===== src/rtl/tas_pkg.sv =====
// tas_pkg: shared types and constants for the temperature averaging block.
//   state_t   - packet FSM state encoding
//   TAS_HDR0  - default first accepted header word
//   TAS_HDR1  - default second accepted header word
//   acc_width - accumulator width that cannot overflow for a full packet
package tas_pkg;

    typedef enum logic [1:0] {
        HUNT  = 2'd0,
        ACCUM = 2'd1,
        CHECK = 2'd2,
        WRITE = 2'd3
    } state_t;

    localparam logic [15:0] TAS_HDR0 = 16'h00A5;
    localparam logic [15:0] TAS_HDR1 = 16'h00C3;

    // Sum of 2**log2_samples words of data_w bits needs log2_samples extra bits.
    function automatic int acc_width(input int data_w, input int log2_samples);
        return data_w + log2_samples;
    endfunction

endpackage


===== src/rtl/tas_avg_gen_if.sv =====
// tas_avg_gen_if: serial input stream and RAM write port of tas_avg_gen.
//   serial_data, data_ena - serial bit and its qualifier (into the block)
//   ram_wr_n, ram_data, ram_addr - RAM write strobe, data and address (out)
//   pkt_err - one-cycle packet abort pulse (out)
// master: stream source / RAM side.  slave: tas_avg_gen.
interface tas_avg_gen_if #(
    parameter int DATA_W = 8,
    parameter int ADDR_W = 11
);
    logic              serial_data;
    logic              data_ena;
    logic              ram_wr_n;
    logic [DATA_W-1:0] ram_data;
    logic [ADDR_W-1:0] ram_addr;
    logic              pkt_err;

    modport master (
        output serial_data, data_ena,
        input  ram_wr_n, ram_data, ram_addr, pkt_err
    );

    modport slave (
        input  serial_data, data_ena,
        output ram_wr_n, ram_data, ram_addr, pkt_err
    );
endinterface


===== src/rtl/tas_ser2par.sv =====
// tas_ser2par: LSB-first serial-to-parallel converter.
//   clk_50, reset_n      - clock and async active-low reset
//   serial_data/data_ena - serial bit and qualifier
//   word, word_vld       - completed word and its one-cycle valid pulse
//   drop                 - one-cycle pulse when a partial word is discarded
module tas_ser2par #(
    parameter int DATA_W = 8
) (
    input  logic              clk_50,
    input  logic              reset_n,
    input  logic              serial_data,
    input  logic              data_ena,
    output logic [DATA_W-1:0] word,
    output logic              word_vld,
    output logic              drop
);
    localparam int CNT_W = $clog2(DATA_W);

    logic [CNT_W-1:0]  bit_cnt_q, bit_cnt_d;
    logic [DATA_W-1:0] shift_q, shift_d;
    logic              word_vld_q, word_vld_d;
    logic              drop_q, drop_d;

    always_comb begin
        bit_cnt_d  = bit_cnt_q;
        shift_d    = shift_q;
        word_vld_d = 1'b0;
        drop_d     = 1'b0;
        if (data_ena) begin
            shift_d[bit_cnt_q] = serial_data;
            if (bit_cnt_q == CNT_W'(DATA_W-1)) begin
                bit_cnt_d  = '0;
                word_vld_d = 1'b1;
            end else begin
                bit_cnt_d = bit_cnt_q + CNT_W'(1);
            end
        end else if (bit_cnt_q != '0) begin
            // Enable dropped mid-word: the partial word is abandoned.
            bit_cnt_d = '0;
            drop_d    = 1'b1;
        end
    end

    always_ff @(posedge clk_50 or negedge reset_n) begin
        if (!reset_n) begin
            bit_cnt_q  <= '0;
            shift_q    <= '0;
            word_vld_q <= 1'b0;
            drop_q     <= 1'b0;
        end else begin
            bit_cnt_q  <= bit_cnt_d;
            shift_q    <= shift_d;
            word_vld_q <= word_vld_d;
            drop_q     <= drop_d;
        end
    end

    assign word     = shift_q;
    assign word_vld = word_vld_q;
    assign drop     = drop_q;
endmodule


===== src/rtl/tas_avg_gen.sv =====
// tas_avg_gen: hunts for a header word, averages the following
// 2**LOG2_SAMPLES sample words and writes the truncated average to RAM
// at a decrementing, wrapping address.
//   clk_50, reset_n - clock and async active-low reset
//   bus (slave)     - serial stream in, RAM write port and pkt_err out
// Optional feature macro TAS_CHECKSUM_EN: a checksum word (header plus
// samples, mod 2**DATA_W) must follow the samples before the write.
//
// state | meaning
// HUNT  | waiting for a header word, other words ignored
// ACCUM | summing sample words
// CHECK | waiting for and comparing the checksum word (TAS_CHECKSUM_EN)
// WRITE | one-cycle RAM strobe, address steps down afterwards
module tas_avg_gen
    import tas_pkg::*;
#(
    parameter int                DATA_W       = 8,
    parameter int                LOG2_SAMPLES = 2,
    parameter int                ADDR_W       = 11,
    parameter logic [DATA_W-1:0] HDR0         = DATA_W'(TAS_HDR0),
    parameter logic [DATA_W-1:0] HDR1         = DATA_W'(TAS_HDR1)
) (
    input logic           clk_50,
    input logic           reset_n,
    tas_avg_gen_if.slave  bus
);
    localparam int ACC_W   = acc_width(DATA_W, LOG2_SAMPLES);
    localparam int SCNT_W  = LOG2_SAMPLES + 1;
    localparam int NUM_SMP = 1 << LOG2_SAMPLES;

    logic [DATA_W-1:0] word;
    logic              word_vld;
    logic              drop;

    state_t            state_q, state_d;
    logic [ACC_W-1:0]  acc_q, acc_d, acc_sum;
    logic [SCNT_W-1:0] samp_cnt_q, samp_cnt_d;
    logic [DATA_W-1:0] csum_q, csum_d;
    logic [DATA_W-1:0] ram_data_q, ram_data_d;
    logic [ADDR_W-1:0] ram_addr_q, ram_addr_d;
    logic              pkt_err_q, pkt_err_d;

    tas_ser2par #(.DATA_W(DATA_W)) u_ser2par (
        .clk_50      (clk_50),
        .reset_n     (reset_n),
        .serial_data (bus.serial_data),
        .data_ena    (bus.data_ena),
        .word        (word),
        .word_vld    (word_vld),
        .drop        (drop)
    );

    assign acc_sum = acc_q + ACC_W'(word);

    always_comb begin
        state_d    = state_q;
        acc_d      = acc_q;
        samp_cnt_d = samp_cnt_q;
        csum_d     = csum_q;
        ram_data_d = ram_data_q;
        ram_addr_d = ram_addr_q;
        pkt_err_d  = 1'b0;
        case (state_q)
            HUNT: begin
                if (word_vld && (word == HDR0 || word == HDR1)) begin
                    state_d    = ACCUM;
                    acc_d      = '0;
                    samp_cnt_d = '0;
                    csum_d     = word;
                end
            end
            ACCUM: begin
                if (drop) begin
                    state_d   = HUNT;
                    pkt_err_d = 1'b1;
                end else if (word_vld) begin
                    acc_d      = acc_sum;
                    samp_cnt_d = samp_cnt_q + SCNT_W'(1);
                    csum_d     = csum_q + word;
                    if (samp_cnt_q == SCNT_W'(NUM_SMP-1)) begin
`ifdef TAS_CHECKSUM_EN
                        state_d = CHECK;
`else
                        state_d    = WRITE;
                        ram_data_d = DATA_W'(acc_sum >> LOG2_SAMPLES);
`endif
                    end
                end
            end
`ifdef TAS_CHECKSUM_EN
            CHECK: begin
                if (drop) begin
                    state_d   = HUNT;
                    pkt_err_d = 1'b1;
                end else if (word_vld) begin
                    if (word == csum_q) begin
                        state_d    = WRITE;
                        ram_data_d = DATA_W'(acc_q >> LOG2_SAMPLES);
                    end else begin
                        state_d   = HUNT;
                        pkt_err_d = 1'b1;
                    end
                end
            end
`endif
            WRITE: begin
                state_d = HUNT;
                // Natural modulo wrap takes 0 back to DEPTH-1.
                ram_addr_d = ram_addr_q - ADDR_W'(1);
            end
            default: state_d = HUNT;
        endcase
    end

    always_ff @(posedge clk_50 or negedge reset_n) begin
        if (!reset_n) begin
            state_q    <= HUNT;
            acc_q      <= '0;
            samp_cnt_q <= '0;
            csum_q     <= '0;
            ram_data_q <= '0;
            ram_addr_q <= '1;
            pkt_err_q  <= 1'b0;
        end else begin
            state_q    <= state_d;
            acc_q      <= acc_d;
            samp_cnt_q <= samp_cnt_d;
            csum_q     <= csum_d;
            ram_data_q <= ram_data_d;
            ram_addr_q <= ram_addr_d;
            pkt_err_q  <= pkt_err_d;
        end
    end

    assign bus.ram_wr_n = (state_q != WRITE);
    assign bus.ram_data = ram_data_q;
    assign bus.ram_addr = ram_addr_q;
    assign bus.pkt_err  = pkt_err_q;
endmodule


===== src/flat_wrapper.sv =====
// flat-port wrapper written by rule: the top's interface ports become plain ports
module tas_avg_gen_flat import tas_pkg::*;
#(
    parameter int                DATA_W       = 8,
    parameter int                LOG2_SAMPLES = 2,
    parameter int                ADDR_W       = 11,
    parameter logic [DATA_W-1:0] HDR0         = DATA_W'(TAS_HDR0),
    parameter logic [DATA_W-1:0] HDR1         = DATA_W'(TAS_HDR1)
)
  (clk_50, reset_n, bus_serial_data, bus_data_ena, bus_ram_wr_n, bus_ram_data, bus_ram_addr, bus_pkt_err);
  tas_avg_gen_if #(.DATA_W(DATA_W), .ADDR_W(ADDR_W)) bus_i ();
  input logic clk_50;
  input logic reset_n;
  input wire logic [$bits(bus_i.serial_data)-1:0] bus_serial_data;
  input wire logic [$bits(bus_i.data_ena)-1:0] bus_data_ena;
  output wire logic [$bits(bus_i.ram_wr_n)-1:0] bus_ram_wr_n;
  output wire logic [$bits(bus_i.ram_data)-1:0] bus_ram_data;
  output wire logic [$bits(bus_i.ram_addr)-1:0] bus_ram_addr;
  output wire logic [$bits(bus_i.pkt_err)-1:0] bus_pkt_err;
  assign bus_i.serial_data = bus_serial_data;
  assign bus_i.data_ena = bus_data_ena;
  assign bus_ram_wr_n = bus_i.ram_wr_n;
  assign bus_ram_data = bus_i.ram_data;
  assign bus_ram_addr = bus_i.ram_addr;
  assign bus_pkt_err = bus_i.pkt_err;
  tas_avg_gen #(.DATA_W(DATA_W), .LOG2_SAMPLES(LOG2_SAMPLES), .ADDR_W(ADDR_W), .HDR0(HDR0), .HDR1(HDR1)) u_core (.clk_50(clk_50), .reset_n(reset_n), .bus(bus_i));
endmodule

===== config.mk =====
export PLATFORM = sky130hd
export DESIGN_NAME = tas_avg_gen_flat
export DESIGN_NICKNAME = d
export VERILOG_FILES = /design/src/rtl/tas_pkg.sv /design/src/rtl/tas_avg_gen_if.sv /design/src/rtl/tas_ser2par.sv /design/src/rtl/tas_avg_gen.sv /design/src/flat_wrapper.sv
export SDC_FILE = /design/constraint.sdc
export NUM_CORES = 1
export LEC_CHECK = 0
export BUFFER_PORTS_ARGS = -buffer_cell sky130_fd_sc_hd__clkbuf_2
export CAP_MARGIN = 20
export CORE_MARGIN = 2
export CORE_UTILIZATION = 58
export DETAILED_ROUTE_END_ITERATION = 16
export PLACE_DENSITY = 0.78
export SYNTH_ARGS = -nofsm -noshare
export SYNTH_HDL_FRONTEND = slang
export SYNTH_SLANG_ARGS = --single-unit

===== constraint.sdc =====
create_clock -name clk_50 -period 2.2 [get_ports clk_50]
set_input_delay 0.33 -clock clk_50 [delete_from_list [all_inputs] [get_ports clk_50]]
set_output_delay 0.33 -clock clk_50 [all_outputs]
set_load 0.005 [all_outputs]

---- Word level (Yosys, flattened, before mapping) ----
Index checks and enable logic that the tools add are counted.
cells by class
  $add $sub $neg .......................... 4
  multipliers ............................. 0
  divide/modulo/power cells ............... 0
  $lt $le $gt $ge ......................... 2
  equal/unequal tests ..................... 12
  shift-type cells ........................ 0
  muxes and demuxes ....................... 25
  bitwise operators ....................... 1
  reductions and logical operators ........ 10
operators with widths
  cell                                                                           number
  10-bit 2-to-1 mux                                                              3
  10-bit one-hot mux with 2 select lines                                         1
  3-bit 2-to-1 mux                                                               6
  8-bit equality test (second input constant)                                    2
  11-bit by 1-bit subtractor with 11-bit output (second input constant)          1
  10-bit by 8-bit adder with 10-bit output                                       1
  8-bit bitwise mux                                                              1
  2-bit 2-to-1 mux                                                               4
  4-bit AND reduction                                                            2
  1-bit 2-to-1 mux                                                               7
  3-bit by 1-bit adder with 3-bit output (second input constant)                 2
  2-bit inequality test (second input constant)                                  3
  3-bit one-hot mux with 2 select lines                                          1
  3-bit by 4-bit less-than comparator with 1-bit output (second input constant)  1
  2-bit one-hot mux with 2 select lines                                          1
  2-bit nonzero test                                                             2
  1-bit demux with 3-bit select                                                  1
  3-bit by 2-bit equality test with 1-bit output (second input constant)         1
  3-bit equality test (second input constant)                                    1
  3-bit by 1-bit >= comparator with 1-bit output (second input constant)         1
  3-bit by 2-bit inequality test with 1-bit output (second input constant)       1
  3-bit inequality test (second input constant)                                  1
  3-bit AND reduction                                                            1
  3-bit nonzero test                                                             1
  other kinds (7)                                                                8
storage, ports and cells
  bits in registers ....................... 48
  bits in latches ......................... 0
  memory bits (writable) .................. 0
  ROM bits ................................ 0
  input port bits ......................... 4
  output and inout port bits .............. 21
  memories ................................ 0

---- Longest topological paths before layout ----
  word-level depth ........................ 5
  mapped depth ............................ 7
  gate-level depth less buffers ........... 7

---- Modules after synthesis ----
Synthesis repeated with hierarchy kept, for this count alone.
second synthesis, totals
  cells, all modules ...................... 217
  area total of the unflattened synthesis .. 2509.9 um2
modules (own cells, without submodules)
  module       instances  cells each  area each (um2)
  tas_avg_gen  1          170         1840.5
  tas_ser2par  1          47          669.4

---- Worst setup path before layout ----
No wires, ideal clock.
  path type ............................... flip-flop to flip-flop
  start point ............................. register u_core.u_ser2par.shift_q[0], in the netlist u_core.u_ser2par.word[0]
  end point ............................... register u_core.acc_q[6]
  library setup time ...................... 0.124 ns
  arrival time ............................ 1.819 ns
  data required time ...................... 2.076 ns
  setup slack ............................. 0.257 ns
  cell stages (with the launch flop) ...... 8
  clock period less this slack ............ 1.943 ns
  cell sequence ........................... dfrtp_1 -> ha_1 -> inv_1 -> fa_1 -> nand2b_1 -> a211o_1 -> and4_1 -> a211o_1
on the way
  word-level cells in the longest chain between the ends .. 5
  elaborated cells on any way between the ends .. 10
  those cells by class .................... add/sub (1); eq/ne (3); mux (3); reduce/logical (3)
ends and longest elaborated chain
  element                                                                           line                source
  from (decl)                                                                       tas_ser2par.sv:20   logic [DATA_W-1:0] shift_q, shift_d;
  from (signal assigned)                                                            tas_ser2par.sv:52   shift_q <= shift_d;
  branches (longest 5 deep; another with 10-bit by 8-bit adder with 10-bit output)  -
  to (signal assigned)                                                              tas_avg_gen.sv:118  acc_q <= '0;
  to (signal assigned)                                                              tas_avg_gen.sv:126  acc_q <= acc_d;
  to (decl)                                                                         tas_avg_gen.sv:36   logic [ACC_W-1:0] acc_q, acc_d, acc_sum;
Several ways; the timed one is not identified. The select of a mux whose other input is x is not followed.
A chain may end at the register's enable or synchronous reset.

---- Worst setup path in the final report ----
  start point ............................. register u_core.u_ser2par.shift_q[0], in the netlist u_core.u_ser2par.word[0]
  end point ............................... register u_core.acc_q[8]
Same word-level chain as after synthesis.

==> results.json <==
{
  "critPathKind": "register to register",
  "path_clk_slew_ns": 0.09,
  "hold_viol": 0,
  "viasPerCell": 5.88,
  "setup.worst_path.end_class": "register",
  "crit_fanout": 4,
  "ir_drop_v": 0.000606,
  "slew_headroom_pct": 61.8,
  "drc": 0,
  "grt_first_pass_wirelength_mm": 8.53,
  "routed_wl_mm": 4.87,
  "cts-root-buf": "clkbuf_8",
  "core_area_um2": 4290,
  "final-setup-viol-count": 0,
  "ys_seq_elements": 48,
  "vias": 1865,
  "ant_nets": 0,
  "skew_ns": 0.00984,
  "overflow": 0,
  "start_util_pct": 59.1,
  "syn_area_per_cell_um2": 10.7,
  "port_buffers": 24,
  "crit_slowest_cell": "dfrtp_1",
  "status": "finished clean",
  "stdcell_area_um2": 2830,
  "layout.nets": 283,
  "fin_crit_ns": 2.08,
  "synth_ff_type": "dfrtp_1",
  "fp.dieH_um": 70.2,
  "cp-start-kind": "register",
  "yosys_warnings": 0,
  "crit_path_max_incr_delay_ns": 0.39,
  "hp-class": "input port to async pin",
  "cts-htree-levels": 2,
  "num_rows": 24,
  "finalCritPeriodShare_pct": 94.4,
  "post-place-cells": 308,
  "fin_hold_ws_ns": 0.110,
  "crit_arrival_ns": 2.27,
  "finalSetupTns_ns": 0,
  "setup_ws_ns": 0.124,
  "fmax_ghz": 0.482,
  "cts_buffer_depth": 2,
  "dp_slack_ns": 0.126,
  "required_ns": 2.39,
  "placed_cell_area_um2": 2710,
  "cpMostUsedCell": "a211o_1",
  "insertion_delay_ns": 0.30,
  "globalplace.congestion": 0.932,
  "ios": 25,
  "dr.pass1.iters": 4,
  "drt_first_iter_violations": 150,
  "num-fill-cells": 349,
  "dieArea_um2": 4920,
  "reg2reg_depth": 7,
  "cts_buffers": 5,
  "synth_edf_count": 0,
  "drive_above_1_share_pct": 24.5,
  "cp_cell_sequence": "ha_2, inv_1, fa_1, nand2b_1, a211o_1, and4_1, a211o_1",
  "grt_max_degree": 49,
  "synthArstFlopShare_pct": 100,
  "max_cap_violations": 0,
  "power.density_nw_per_um2": 774,
  "synthesis.nets": 256,
  "antenna_found_initial": 0,
  "slew_viol_final": 0,
  "tritoncts": "done",
  "yosysSeqAreaShare_pct": 47.8,
  "cts_sinks": 48,
  "syn_inst": 237,
  "synth_cell_types": 49,
  "wl_per_cell_um": 15.4,
  "grt_pass1_vias": 1815,
  "worstMarginPinSlew_ns": 0.573,
  "syn_area_um2": 2540,
  "fin_cells": 317,
  "dp_hpwl_mm": 3.46,
  "leakagePower_uw": 0.00132,
  "die_w_um": 70.2,
  "n_antenna_cell": 0,
  "track_usage_pct": 21.9,
  "area_growth_pct": 11.4
}
-- final timing paths --
path	slack, ns	endpoint	start
worst max-delay path	0.12	u_core.acc_q[8]	u_core.u_ser2par.word[0]
worst min-delay path	0.11	u_core.acc_q[3]	reset_n
worst max register to register	0.12	u_core.acc_q[8]	u_core.u_ser2par.word[0]
worst min register to register	0.48	u_core.bus.ram_addr[3]	u_core.bus.ram_addr[3]
max in group asynchronous	1.70	u_core.u_ser2par.word[3]	reset_n
min in group clk_50	0.32	u_core.u_ser2par.drop	bus_data_ena
-- worst max-delay path: cells and delay by family, from the launching register on --
kind	cells	cell delay (ns)
AOI/OAI and AO/OA	2	0.53
buffers and inverters	1	0.05
adders and majority gates	2	0.60
and+or+nand+nor	2	0.40
DFF	1	0.39
-- through the flow --
step                util, %  power, µW
floorplan                 -       1420
finish                 65.9       2190
CTS                    65.7       2190
global route           65.9       2320
detailed placement     63.1       1550
global placement       63.1       1530
-- Yosys cell counts (5+ instances only) --
library cell  count  share of area (%)
ha_1             14                6.9
xnor2_1           6                2.1
dfrtp_1          37                 36
dfstp_2          11                 11
nor2_1           10                1.5
xor2_1            7                2.4
nand4_1           6                1.5
o21ai_0           9                1.8
nand3_1          11                2.2
a211o_1           7                2.4
or3_1             5                1.2
clkbuf_1          6               0.89
nand2_1          23                3.4
nor3_1            6                1.2
inv_1            11                1.6
mux2_2            9                4.0
a21oi_1           9                1.8
-- cell type report --
class | count | area, µm² | share of cell area, %
multi-input combinational | 169 | 1240 | 43.9
sequential | 48 | 1210 | 42.9
timing repair buffer | 28 | 150 | 5.31
clock buffer | 5 | 68.8 | 2.43
tap | 52 | 65.1 | 2.30
inverter | 12 | 45.0 | 1.59
clock inverter | 3 | 42.5 | 1.50
-- metal layers --
layer  part of all wire (%)  vias to the layer above  GRT usage, %
met1                     47                      887          31.8
li1                       -                      918             -
met2                     47                       53          33.0
met5                      0                        -             0
met4                    1.4                        0          6.84
met3                    5.4                        7          4.76
-- placed cells by master, fill, tap and decap left out, types with 2 or more instances in the layout --
cell      netlist  layout
dfrtp_1        37      37
clkbuf_2        0      24
nand2_1        23      23
ha_1           14      13
inv_1          11      11
nand3_1        11      11
dfstp_2        11      11
nor2_1         10      10
o21ai_0         9       9
a21oi_1         9       9
mux2_2          9       9
xor2_1          7       7
a211o_1         7       7
xnor2_1         6       6
nand4_1         6       6
nor3_1          6       6
or3_1           5       5
clkbuf_8        0       5
and4bb_2        4       4
a211oi_1        4       4
o211ai_1        4       4
o31ai_1         4       4
buf_4           0       4
and3_1          2       2
and2_1          2       2
o21a_1          2       2
o22ai_1         2       2
a22o_1          2       2
and4_1          2       2
-- report_power, final --
group / switching [µW] / leakage, µW / total (µW) / internal [µW]
Combinational: 248 / 0.000651 / 456 / 207
Clock: 295 / 0.0000541 / 632 / 336
Sequential: 126 / 0.000615 / 1100 / 977
Total: 670 / 0.00132 / 2190 / 1520
-- cell families after synthesis --
logic type | Yosys count | share of synthesized area [%]
buf+inv | 20 | 3.30
compound gates | 51 | 14.7
flops | 48 | 47.8
mux | 9 | 3.99
xor+xnor | 13 | 4.48
fa+ha+maj | 15 | 7.68
simple gates | 81 | 18.0
-- registers in the layout, summed over array words and instances, names as in the netlist --
| signal | cells |
|---|---|
| u_core.u_ser2par.word_vld | 1 |
| u_core.bus.ram_addr | 11 |
| u_core.acc_q | 10 |
| u_core.bus.ram_data | 8 |
| u_core.samp_cnt_q | 3 |
| u_core.u_ser2par.word | 8 |
| u_core.bus.pkt_err | 1 |
| u_core.u_ser2par.bit_cnt_q | 3 |
| u_core.u_ser2par.drop | 1 |
| u_core.state_q | 2 |
-- repair_timing --
| item | CTS | global route |
|---|---|---|
| endpoints found under the setup margin | 0 | 2 |
| resized for setup | 0 | 1 |
| hold buffers | 0 | 0 |
| setup buffers | 0 | 1 |
No activity file was read; power rests on OpenSTA's default activity.
